`src/rtl/shift_mix_stage_if.sv`:
```
// Valid/ready bus for shift_mix_stage: SubBytes state in, ShiftRows/MixColumns state out.
// master drives s_in/in_valid/in_last/out_ready; slave (the stage) drives the rest.
interface shift_mix_stage_if #(
    parameter int CNT_W = 16
);
    logic [127:0]     s_in;
    logic             in_valid;
    logic             in_last;
    logic             in_ready;
    logic [127:0]     m_o;
    logic             out_valid;
    logic             out_last;
    logic             out_ready;
    logic [CNT_W-1:0] blk_cnt;

    modport master (
        output s_in, in_valid, in_last, out_ready,
        input  in_ready, m_o, out_valid, out_last, blk_cnt
    );

    modport slave (
        input  s_in, in_valid, in_last, out_ready,
        output in_ready, m_o, out_valid, out_last, blk_cnt
    );
endinterface

```
`src/rtl/shift_mix_stage.sv`:
```
// AES round stage: ShiftRows then MixColumns (skipped when in_last), registered,
// valid/ready handshaked, one block per cycle, with a delivered-block counter.
// Ports: clk, rst (async, active-high), bus (shift_mix_stage_if.slave):
//   s_in/in_valid/in_last/in_ready in, m_o/out_valid/out_last/out_ready out,
//   blk_cnt = blocks delivered since reset (wraps silently).
// Byte 0 = bits [127:120]; column c = bytes 4c..4c+3, row r = byte 4c+r.
// Build option: MIXCOL_PIPE_EN adds a register between ShiftRows and
// MixColumns (latency 2, up to 2 blocks in flight); default latency is 1.
module shift_mix_stage #(
    parameter int CNT_W = 16
) (
    input  logic             clk,
    input  logic             rst,
    shift_mix_stage_if.slave bus
);

    function automatic logic [127:0] shift_rows(input logic [127:0] s);
        logic [127:0] r;
        r = '0;
        for (int c = 0; c < 4; c++) begin
            for (int w = 0; w < 4; w++) begin
                r[127-8*(4*c+w) -: 8] = s[127-8*(4*((c+w)%4)+w) -: 8];
            end
        end
        return r;
    endfunction

    function automatic logic [7:0] xtime(input logic [7:0] x);
        return {x[6:0], 1'b0} ^ (x[7] ? 8'h1b : 8'h00);
    endfunction

    // 3a = xtime(a) ^ a
    function automatic logic [31:0] mix_col(input logic [31:0] a);
        logic [7:0] a0, a1, a2, a3;
        logic [7:0] b0, b1, b2, b3;
        a0 = a[31:24];
        a1 = a[23:16];
        a2 = a[15:8];
        a3 = a[7:0];
        b0 = xtime(a0) ^ xtime(a1) ^ a1 ^ a2 ^ a3;
        b1 = a0 ^ xtime(a1) ^ xtime(a2) ^ a2 ^ a3;
        b2 = a0 ^ a1 ^ xtime(a2) ^ xtime(a3) ^ a3;
        b3 = xtime(a0) ^ a0 ^ a1 ^ a2 ^ xtime(a3);
        return {b0, b1, b2, b3};
    endfunction

    function automatic logic [127:0] mix_cols(input logic [127:0] s);
        logic [127:0] r;
        r = '0;
        for (int c = 0; c < 4; c++) begin
            r[127-32*c -: 32] = mix_col(s[127-32*c -: 32]);
        end
        return r;
    endfunction

    logic [127:0]     sr;
    logic             in_fire;
    logic             out_fire;
    logic [127:0]     m_q, m_d;
    logic             last_q, last_d;
    logic             vld_q, vld_d;
    logic [CNT_W-1:0] cnt_q, cnt_d;

    assign sr       = shift_rows(bus.s_in);
    assign out_fire = vld_q && bus.out_ready;
    assign in_fire  = bus.in_valid && bus.in_ready;

`ifdef MIXCOL_PIPE_EN
    logic [127:0] s1_q, s1_d;
    logic         s1_last_q, s1_last_d;
    logic         s1_vld_q, s1_vld_d;
    logic         s1_adv;

    // Stage 1 may move into the output register when that is empty or draining.
    assign s1_adv       = !vld_q || bus.out_ready;
    assign bus.in_ready = !s1_vld_q || s1_adv;

    always_comb begin
        s1_d      = s1_q;
        s1_last_d = s1_last_q;
        s1_vld_d  = s1_vld_q;
        m_d       = m_q;
        last_d    = last_q;
        vld_d     = vld_q;
        if (s1_adv) begin
            vld_d = s1_vld_q;
            if (s1_vld_q) begin
                m_d    = s1_last_q ? s1_q : mix_cols(s1_q);
                last_d = s1_last_q;
            end
        end
        if (in_fire) begin
            s1_d      = sr;
            s1_last_d = bus.in_last;
            s1_vld_d  = 1'b1;
        end else if (s1_adv) begin
            s1_vld_d = 1'b0;
        end
    end

    always_ff @(posedge clk or posedge rst) begin
        if (rst) begin
            s1_q      <= '0;
            s1_last_q <= 1'b0;
            s1_vld_q  <= 1'b0;
        end else begin
            s1_q      <= s1_d;
            s1_last_q <= s1_last_d;
            s1_vld_q  <= s1_vld_d;
        end
    end
`else
    assign bus.in_ready = !vld_q || bus.out_ready;

    always_comb begin
        m_d    = m_q;
        last_d = last_q;
        vld_d  = vld_q;
        if (in_fire) begin
            m_d    = bus.in_last ? sr : mix_cols(sr);
            last_d = bus.in_last;
            vld_d  = 1'b1;
        end else if (out_fire) begin
            vld_d = 1'b0;
        end
    end
`endif

    always_comb begin
        cnt_d = cnt_q;
        if (out_fire) begin
            cnt_d = cnt_q + CNT_W'(1);
        end
    end

    always_ff @(posedge clk or posedge rst) begin
        if (rst) begin
            m_q    <= '0;
            last_q <= 1'b0;
            vld_q  <= 1'b0;
            cnt_q  <= '0;
        end else begin
            m_q    <= m_d;
            last_q <= last_d;
            vld_q  <= vld_d;
            cnt_q  <= cnt_d;
        end
    end

    assign bus.m_o       = m_q;
    assign bus.out_last  = last_q;
    assign bus.out_valid = vld_q;
    assign bus.blk_cnt   = cnt_q;

endmodule

```
`src/flat_wrapper.sv`:
```
// flat-port wrapper written by rule: the top's interface ports become plain ports
module shift_mix_stage_flat 
#(
    parameter int CNT_W = 16
)
  (clk, rst, bus_s_in, bus_in_valid, bus_in_last, bus_out_ready, bus_in_ready, bus_m_o, bus_out_valid, bus_out_last, bus_blk_cnt);
  shift_mix_stage_if #(.CNT_W(CNT_W)) bus_i ();
  input  logic clk;
  input  logic rst;
  input wire logic [$bits(bus_i.s_in)-1:0] bus_s_in;
  input wire logic [$bits(bus_i.in_valid)-1:0] bus_in_valid;
  input wire logic [$bits(bus_i.in_last)-1:0] bus_in_last;
  input wire logic [$bits(bus_i.out_ready)-1:0] bus_out_ready;
  output wire logic [$bits(bus_i.in_ready)-1:0] bus_in_ready;
  output wire logic [$bits(bus_i.m_o)-1:0] bus_m_o;
  output wire logic [$bits(bus_i.out_valid)-1:0] bus_out_valid;
  output wire logic [$bits(bus_i.out_last)-1:0] bus_out_last;
  output wire logic [$bits(bus_i.blk_cnt)-1:0] bus_blk_cnt;
  assign bus_i.s_in = bus_s_in;
  assign bus_i.in_valid = bus_in_valid;
  assign bus_i.in_last = bus_in_last;
  assign bus_i.out_ready = bus_out_ready;
  assign bus_in_ready = bus_i.in_ready;
  assign bus_m_o = bus_i.m_o;
  assign bus_out_valid = bus_i.out_valid;
  assign bus_out_last = bus_i.out_last;
  assign bus_blk_cnt = bus_i.blk_cnt;
  shift_mix_stage #(.CNT_W(CNT_W)) u_core (.clk(clk), .rst(rst), .bus(bus_i));
endmodule
```
`config.mk`:
```
export PLATFORM = sky130hd
export DESIGN_NAME = shift_mix_stage_flat
export DESIGN_NICKNAME = d
export VERILOG_FILES = /design/src/rtl/shift_mix_stage_if.sv /design/src/rtl/shift_mix_stage.sv /design/src/flat_wrapper.sv
export SDC_FILE = /design/constraint.sdc
export NUM_CORES = 1
export LEC_CHECK = 0
export CORE_AREA = 2 2 140 197
export DETAILED_ROUTE_END_ITERATION = 16
export DIE_AREA = 0 0 142 199
export GPL_ROUTABILITY_DRIVEN = 0
export PLACE_DENSITY_LB_ADDON = 0.2
export SLEW_MARGIN = 20
export SYNTH_ARGS = -nofsm -noshare
export SYNTH_HDL_FRONTEND = slang
export SYNTH_SLANG_ARGS = --single-unit
```
`constraint.sdc`:
```
create_clock -name clk -period 6.9 [get_ports clk]
set_input_delay 1.38 -clock clk [delete_from_list [all_inputs] [get_ports clk]]
set_output_delay 1.38 -clock clk [all_outputs]
set_load 0.1 [all_outputs]
```
Yosys cells after proc, flatten, opt, wreduce, memory -nomap -nowiden
Index checks and enable logic that the tools add are counted.
- $add $sub $neg: 1
- mux-type cells: 19
- bitwise gates (word level): 80
- reductions and logical operators: 5
- operator list (operator ; number):
    $xor 8x8->8 ; 80
    $mux 128 ; 1
    $mux 5 ; 16
    $add 16x1->16 const B ; 1
    $logic_and 1x1->1 ; 2
    $mux 1 ; 2
    $reduce_bool 2->1 ; 1
    $logic_not 1->1 ; 1
    $logic_or 1x1->1 ; 1
- bits in registers: 146
- input port bits: 133
- output and inout port bits: 147

Depth between registers and ports, before layout
Gate-level depths: netlist of run 1.
- depth after elaboration: 7
- gate-level depth with buffers: 7
- mapped depth without buffers: 5

Worst setup path after synthesis of run 1
No wires, ideal clock.
- path type: input to output
- from: input port bus_out_ready
- to: output port bus_in_ready
- arrival time: 1.842 ns
- required time: 5.520 ns
- path slack: 3.678 ns
- stages on the path: 1
- path buffers: 0
- cells stage by stage: nand2b_2
- longest elaborated chain between the ends: 1
- ends and longest elaborated chain (item ; line ; RTL):
    start, declared ; flat_wrapper.sv:13 ; input wire logic [$bits(bus_i.out_ready)-1:0] bus_out_ready;
    $logic_or 1x1->1 ; shift_mix_stage.sv:113 ; assign bus.in_ready = !vld_q || bus.out_ready;
    end, declared ; flat_wrapper.sv:14 ; output wire logic [$bits(bus_i.in_ready)-1:0] bus_in_ready;
Every way passes these cells.

Worst setup path after layout of run 1
Ends and elaborated chain as after synthesis.

==> reports/results.ini, run 1 <==
[cts]
clkSinkCount = 146
clockBufferDepth = 2
post_cts_resized = 0
clkTransAtPathRegs_ns = 0.06
numCtsBuffers = 17
ctsHoldBuffers = 0
cts_setup_buffers = 0
h-tree-depth = 4
cts_tree = done
cts_root_buf = clkbuf_16
insertion_delay_ns = 0.44

[timing]
rsz0062_at_grt = no
tightest_slew_ns = 1.081
slew_headroom_pct = 27.71
tns_ns = 0
period_share_pct = 66.76
min_period_ns = 4.607
hold_ws_ns = 0.4752
hold_viol = 0
finalMaxSlewViolations = 0
finalSetupViolCount = 0
skew_ns = 0.005946
max_freq_mhz = 217.1

[worst_setup_path]
crit_top_cell = clkdlybuf4s50_1
path_class = input pin to output port
cp_slowest_cell = clkdlybuf4s50_1
path_cells = clkdlybuf4s50_1 -> nand2b_2 -> clkdlybuf4s50_1
required_ns = 5.52
startpoint_type = input pin
cp.arrival_ns = 3.23
slowest_delay_ns = 1.14
crit_fanout = 4
worstSetupEndpointType = output port

[synth]
synth_top_area_share_pct = 34.96
ys_seq_area_share_pct = 34.96
synth_top_family_by_area = XOR/XNOR gates
synth_cells = 1105
synthFlopType = dfrtp_1
synthAdderAreaFrac_pct = 0.1197
yosys.area_share.simple_pct = 12.28
yosys_warnings = 0
synth_top_area_cell = dfrtp_1
synth_area_leaders = dfrtp_1 35%, xnor2_1 29%, o211ai_1 9.1%
muxShareOfSynthArea_pct = 0.1078
synth_xor_xnor_area_share_pct = 38.98
synth_edf_count = 0
async_reset_ff_share_pct = 100.0
syn_nets = 1239
syn_avg_cell_area_um2 = 9.457
ys_ff_latch = 146
yosysMostFrequentCell = xnor2_1
yosysUniqueCellTypes = 28
synth_compound_area_share_pct = 9.219
synth_common_cells = 342 x xnor2_1, 146 x dfrtp_1, 137 x nand2_1
syn_area_um2 = 10450

[run]
maxCapViolCount = 0

[min_path]
hold_path_class = flip-flop to flip-flop

[floorplan]
initial_core_util_pct = 39.34
coreArea_um2 = 26560
rows = 71
die_w_um = 142
dieArea_um2 = 28260
fp.dieH_um = 199
io_pins = 280

[run_status]
run_status = finished clean

[power_and_ir_drop]
comb_power_share_pct = 54.6
p_int_mw = 2.485
power_leakage_nw = 5.209
power_density_nw_per_um2 = 351.9
seq_power_share_pct = 23.6
power.switching_mw = 2.434
pwr-share-clk_pct = 21.8
ir_drop_mv = 0.2051
switching_share_pct = 49.48

[routing]
ant_nets = 0
post_drt_wl_per_cell_um = 18.63
drtIter0Drc = 403
vias = 8660
drcViolationCount = 0
wirelength_mm = 31.15
avgViaCountPerCell = 5.179
drt-pass1-iter-count = 4

[global_route]
grt_pass1_wl_mm = 49.78
grt_util_all_layers_pct = 22.53
grt_pass1_vias = 8987
overflow = 0
antenna_found_initial = 0
grt_max_degree = 92

[place]
port-buffer-count = 279
dp_hpwl_mm = 22.07

[final_layout]
drive_above_1_share_pct = 3.943
antenna_cells = 0
num-nets-final = 1467
area.growth.synth_to_final_pct = 33.76

[worst paths after layout]
path / start / endpoint / slack (ns) / cells past startpoint
worst max-delay path: bus_out_ready / bus_in_ready / 2.29 / 3
worst min-delay path: u_core.bus.out_last / u_core.bus.out_last / 0.48 / 2
worst min register to register: u_core.bus.out_last / u_core.bus.out_last / 0.48 / 2
min in group asynchronous: rst / u_core.bus.m_o[21] / 1.48 / 2
worst max register to register: u_core.bus.out_valid / u_core.bus.m_o[91] / 4.03 / 5
max in group asynchronous: rst / u_core.bus.m_o[17] / 4.04 / 3
[power groups by stage]
stage / registers (mW) / logic (mW) / clock network, mW
after floorplan: 2.46 / 0.734 / 0
after global placement: 1.17 / 2.69 / 0
after detailed placement: 1.17 / 2.70 / 0
after CTS: 1.16 / 2.71 / 1.09
after global routing: 1.18 / 2.82 / 1.13
final: 1.16 / 2.69 / 1.07
[sequential cells by signal (all words and copies together) (netlist names)]
register              cells
u_core.bus.m_o          128
u_core.bus.out_last       1
u_core.bus.out_valid      1
u_core.bus.blk_cnt       16
[cell families (layout without fill, tap and decap cells)]
logic type	after synthesis	count (layout)
multiplexers	1	1
AND/OR/NAND/NOR	288	288
XOR/XNOR	451	451
adder cells (fa/ha/maj)	1	1
flip-flops	146	146
buffers and inverters	90	329
AO/OA/AOI/OAI	128	128
[per-layer routing]
metal  track usage [%]  vias to the layer above  wire, um
met1             26.86                     4219     12440
met5                 0                        -         0
met3             6.091                       48      2090
met4             8.296                        0       832
met2             38.75                      261     15790
li1                  -                     4132         -
[through the flow]
stage	power [mW]	std cells	setup WS (ns)	utilization [%]	cell area (um2)
after floorplan	3.198	1105	1.597	-	10450
after global placement	3.858	1642	2.297	50.13	13320
after detailed placement	3.871	1642	2.293	50.13	13320
after CTS	4.961	1672	2.285	52.63	13980
after global routing	5.125	1672	2.228	52.63	13980
final	4.919	1672	2.293	52.63	13980
[cell usage in the layout (no fill, tap or decap), types with 3 or more instances in the layout]
cell type / count
xnor2_1: 342
clkdlybuf4s50_1: 278
dfrtp_1: 146
nand2_1: 136
nand3_1: 132
o211ai_1: 127
xor2_1: 97
clkbuf_16: 17
inv_1: 14
xnor2_2: 9
bufinv_16: 6
buf_4: 6
nor2_1: 5
and3_1: 3
nand4_1: 3
[worst max-delay path: cells and delay by family]
family,cells,cell delay [ns]
buffers and inverters,2,1.65
AND/OR/NAND/NOR,1,0.19
[area by class of cell]
type | count | area [um2]
flip-flops and latches | 146 | 3654
fillers | 2447 | 12580
multi-input cells | 869 | 6362
well taps | 328 | 410.4
repair buffers | 284 | 2828
inverters | 15 | 61.31
clock buffers | 20 | 456.7
clock inverters | 10 | 206.4
Power figures use the tool's default switching activity.
==> run 2, diff against run 1 <==
==> constraint.sdc (replaced) <==
create_clock -name clk -period 4.35 [get_ports clk]
set_input_delay 0.87 -clock clk [delete_from_list [all_inputs] [get_ports clk]]
set_output_delay 0.87 -clock clk [all_outputs]
set_load 0.1 [all_outputs]
==> reports/results.ini, run 2 (same netlist as run 1, synthesis figures left out) <==
[floorplan]
rows = 71  ; unchanged
initial_core_util_pct = 39.34  ; unchanged
fp.dieH_um = 199  ; unchanged
die_w_um = 142  ; unchanged
coreArea_um2 = 26560  ; unchanged
io_pins = 280  ; unchanged
dieArea_um2 = 28260  ; unchanged

[place]
dp.cells = 1644  ; +0.12%
port-buffer-count = 279  ; unchanged
dp_hpwl_mm = 22.08  ; about the same

[worst_setup_path]
cp.buffers_inverters = 1  ; -1
worstSetupEndpointType = output port
slowest_delay_ns = 1.17  ; +0.03 ns
required_ns = 3.48  ; -2.04 ns
startpoint_type = flip-flop
crit_fanout = 6  ; +2
cp.arrival_ns = 2.04  ; -1.19 ns
cp_slowest_cell = clkdlybuf4s50_1
worstReg2RegStart = u_core.bus.out_valid
cpLargestDelayFamily = buffers and inverters
path_cells = clkdlybuf4s50_1
cp-startpoint = u_core.bus.blk_cnt[4]
path_class = flip-flop to output port

[routing]
vias = 8723  ; +0.73%
ant_nets = 0  ; unchanged
drt-pass1-iter-count = 5  ; +1
wirelength_mm = 31.05  ; -0.34%
avgViaCountPerCell = 5.205  ; +0.49%
post_drt_wl_per_cell_um = 18.52  ; -0.58%
drtIter0Drc = 372  ; -7.7%
drcViolationCount = 0  ; unchanged

[final_layout]
drive_above_1_share_pct = 4.377  ; +0.43 points
finalNonFillerCells = 1676  ; +0.24%
num-nets-final = 1469  ; +0.14%
area.growth.synth_to_final_pct = 34.34
antenna_cells = 0  ; unchanged
nFillCells = 2482  ; +1.4%
final_core_util_pct = 52.85  ; +0.23 points
largest_reg_flops = 128  ; unchanged
final_cell_mix = 342 x xnor2_1, 277 x clkdlybuf4s50_1, 146 x dfrtp_1, 136 x nand2_1, 132 x nand3_1
final_common_cell = xnor2_1

[timing]
skew_ns = 0.009977  ; +0.004031 ns
max_freq_mhz = 343.5
finalMaxSlewViolations = 0  ; unchanged
period_share_pct = 66.93
finalSetupViolCount = 0  ; unchanged
tns_ns = 0  ; unchanged
hold_viol = 0  ; unchanged
min_period_ns = 2.911
slew_headroom_pct = 27.41  ; -0.31 points
rsz0062_at_grt = no
tightest_slew_ns = 1.085  ; +0.004589 ns

[cts]
h-tree-depth = 4  ; unchanged
cts_root_buf = clkbuf_16
cts_tree = done
clockBufferDepth = 2  ; unchanged
clkTransAtPathRegs_ns = 0.06  ; about the same
cts_setup_buffers = 0  ; unchanged
numCtsBuffers = 17  ; unchanged
insertion_delay_ns = 0.44  ; about the same
post_cts_resized = 0  ; unchanged
ctsHoldBuffers = 0  ; unchanged
clkSinkCount = 146  ; unchanged

[run_status]
run_status = finished clean

[power_and_ir_drop]
power_leakage_nw = 5.228  ; +0.38%
ir_drop_mv = 0.3712  ; +81%
power_density_nw_per_um2 = 557.1  ; +58%

[min_path]
worstHoldStart = u_core.bus.blk_cnt[15]
hold_path_class = flip-flop to flip-flop

[run]
maxCapViolCount = 0  ; unchanged

[global_route]
grt_pass1_vias = 9066  ; +0.88%
grt_pass1_wl_mm = 49.83  ; about the same
grt_util_all_layers_pct = 22.48  ; -0.052 points
grt_max_degree = 147  ; +60%
overflow = 0  ; unchanged
antenna_found_initial = 2  ; +2

[run 2: cell count changes in the layout (fill, tap and decap cells not counted), sizes merged]
cell / delta
buf: +3
clkbuf: -2
clkdlybuf4s50: -1
clkinv: +2
clkinvlp: +3
inv: -1
[run 2: path summary, 6_finish.rpt]
| kind | cells after the start | end | slack (ns) |
|---|---|---|---|
| worst max-delay path | 1 | bus_blk_cnt[4] | 1.44 |
| worst min-delay path | 1 | u_core.bus.blk_cnt[15] | 0.47 |
| worst max register to register | 5 | u_core.bus.m_o[122] | 2.43 |
| worst min register to register | 1 | u_core.bus.blk_cnt[15] | 0.47 |
| max in group asynchronous | 3 | u_core.bus.m_o[12] | 2.71 |
| min in group asynchronous | 3 | u_core.bus.m_o[71] | 1.03 |
[run 2: power breakdown]
part           internal, mW  switching, mW  total (mW)
registers              1.64          0.204        1.85
clock network          1.09          0.627        1.72
logic                  1.20           3.05        4.26
[run 2: area by class of cell]
cell class                 count  area (um2)  area share, %
clock buffer                  18       439.2          3.128
tap                          328       410.4          2.923
sequential                   146        3654          26.02
inverter                      15       60.06         0.4278
multi-input combinational    869        6362          45.32
clock inverter                14       235.2          1.676
timing repair buffer         286        2878          20.50
[run 2: metal layers]
layer	routed length [um]	track usage [%]
met5	27	0
met2	15770	38.33
met4	841	8.222
met3	1884	5.850
met1	12530	27.25
[run 2: metrics by stage]
stage | total power [mW] | setup WS (ns) | hold WS (ns) | area [um2]
final | 7.822 | 1.439 | 0.4699 | 14040
after CTS | 7.887 | 1.397 | 0.4750 | 14040
after global placement | 6.126 | 1.431 | 0.4617 | 13360
after floorplan | 5.073 | 1.647 | 0.9620 | 10450
after detailed placement | 6.146 | 1.397 | 0.4621 | 13360
after global routing | 8.144 | 1.369 | 0.4807 | 14040
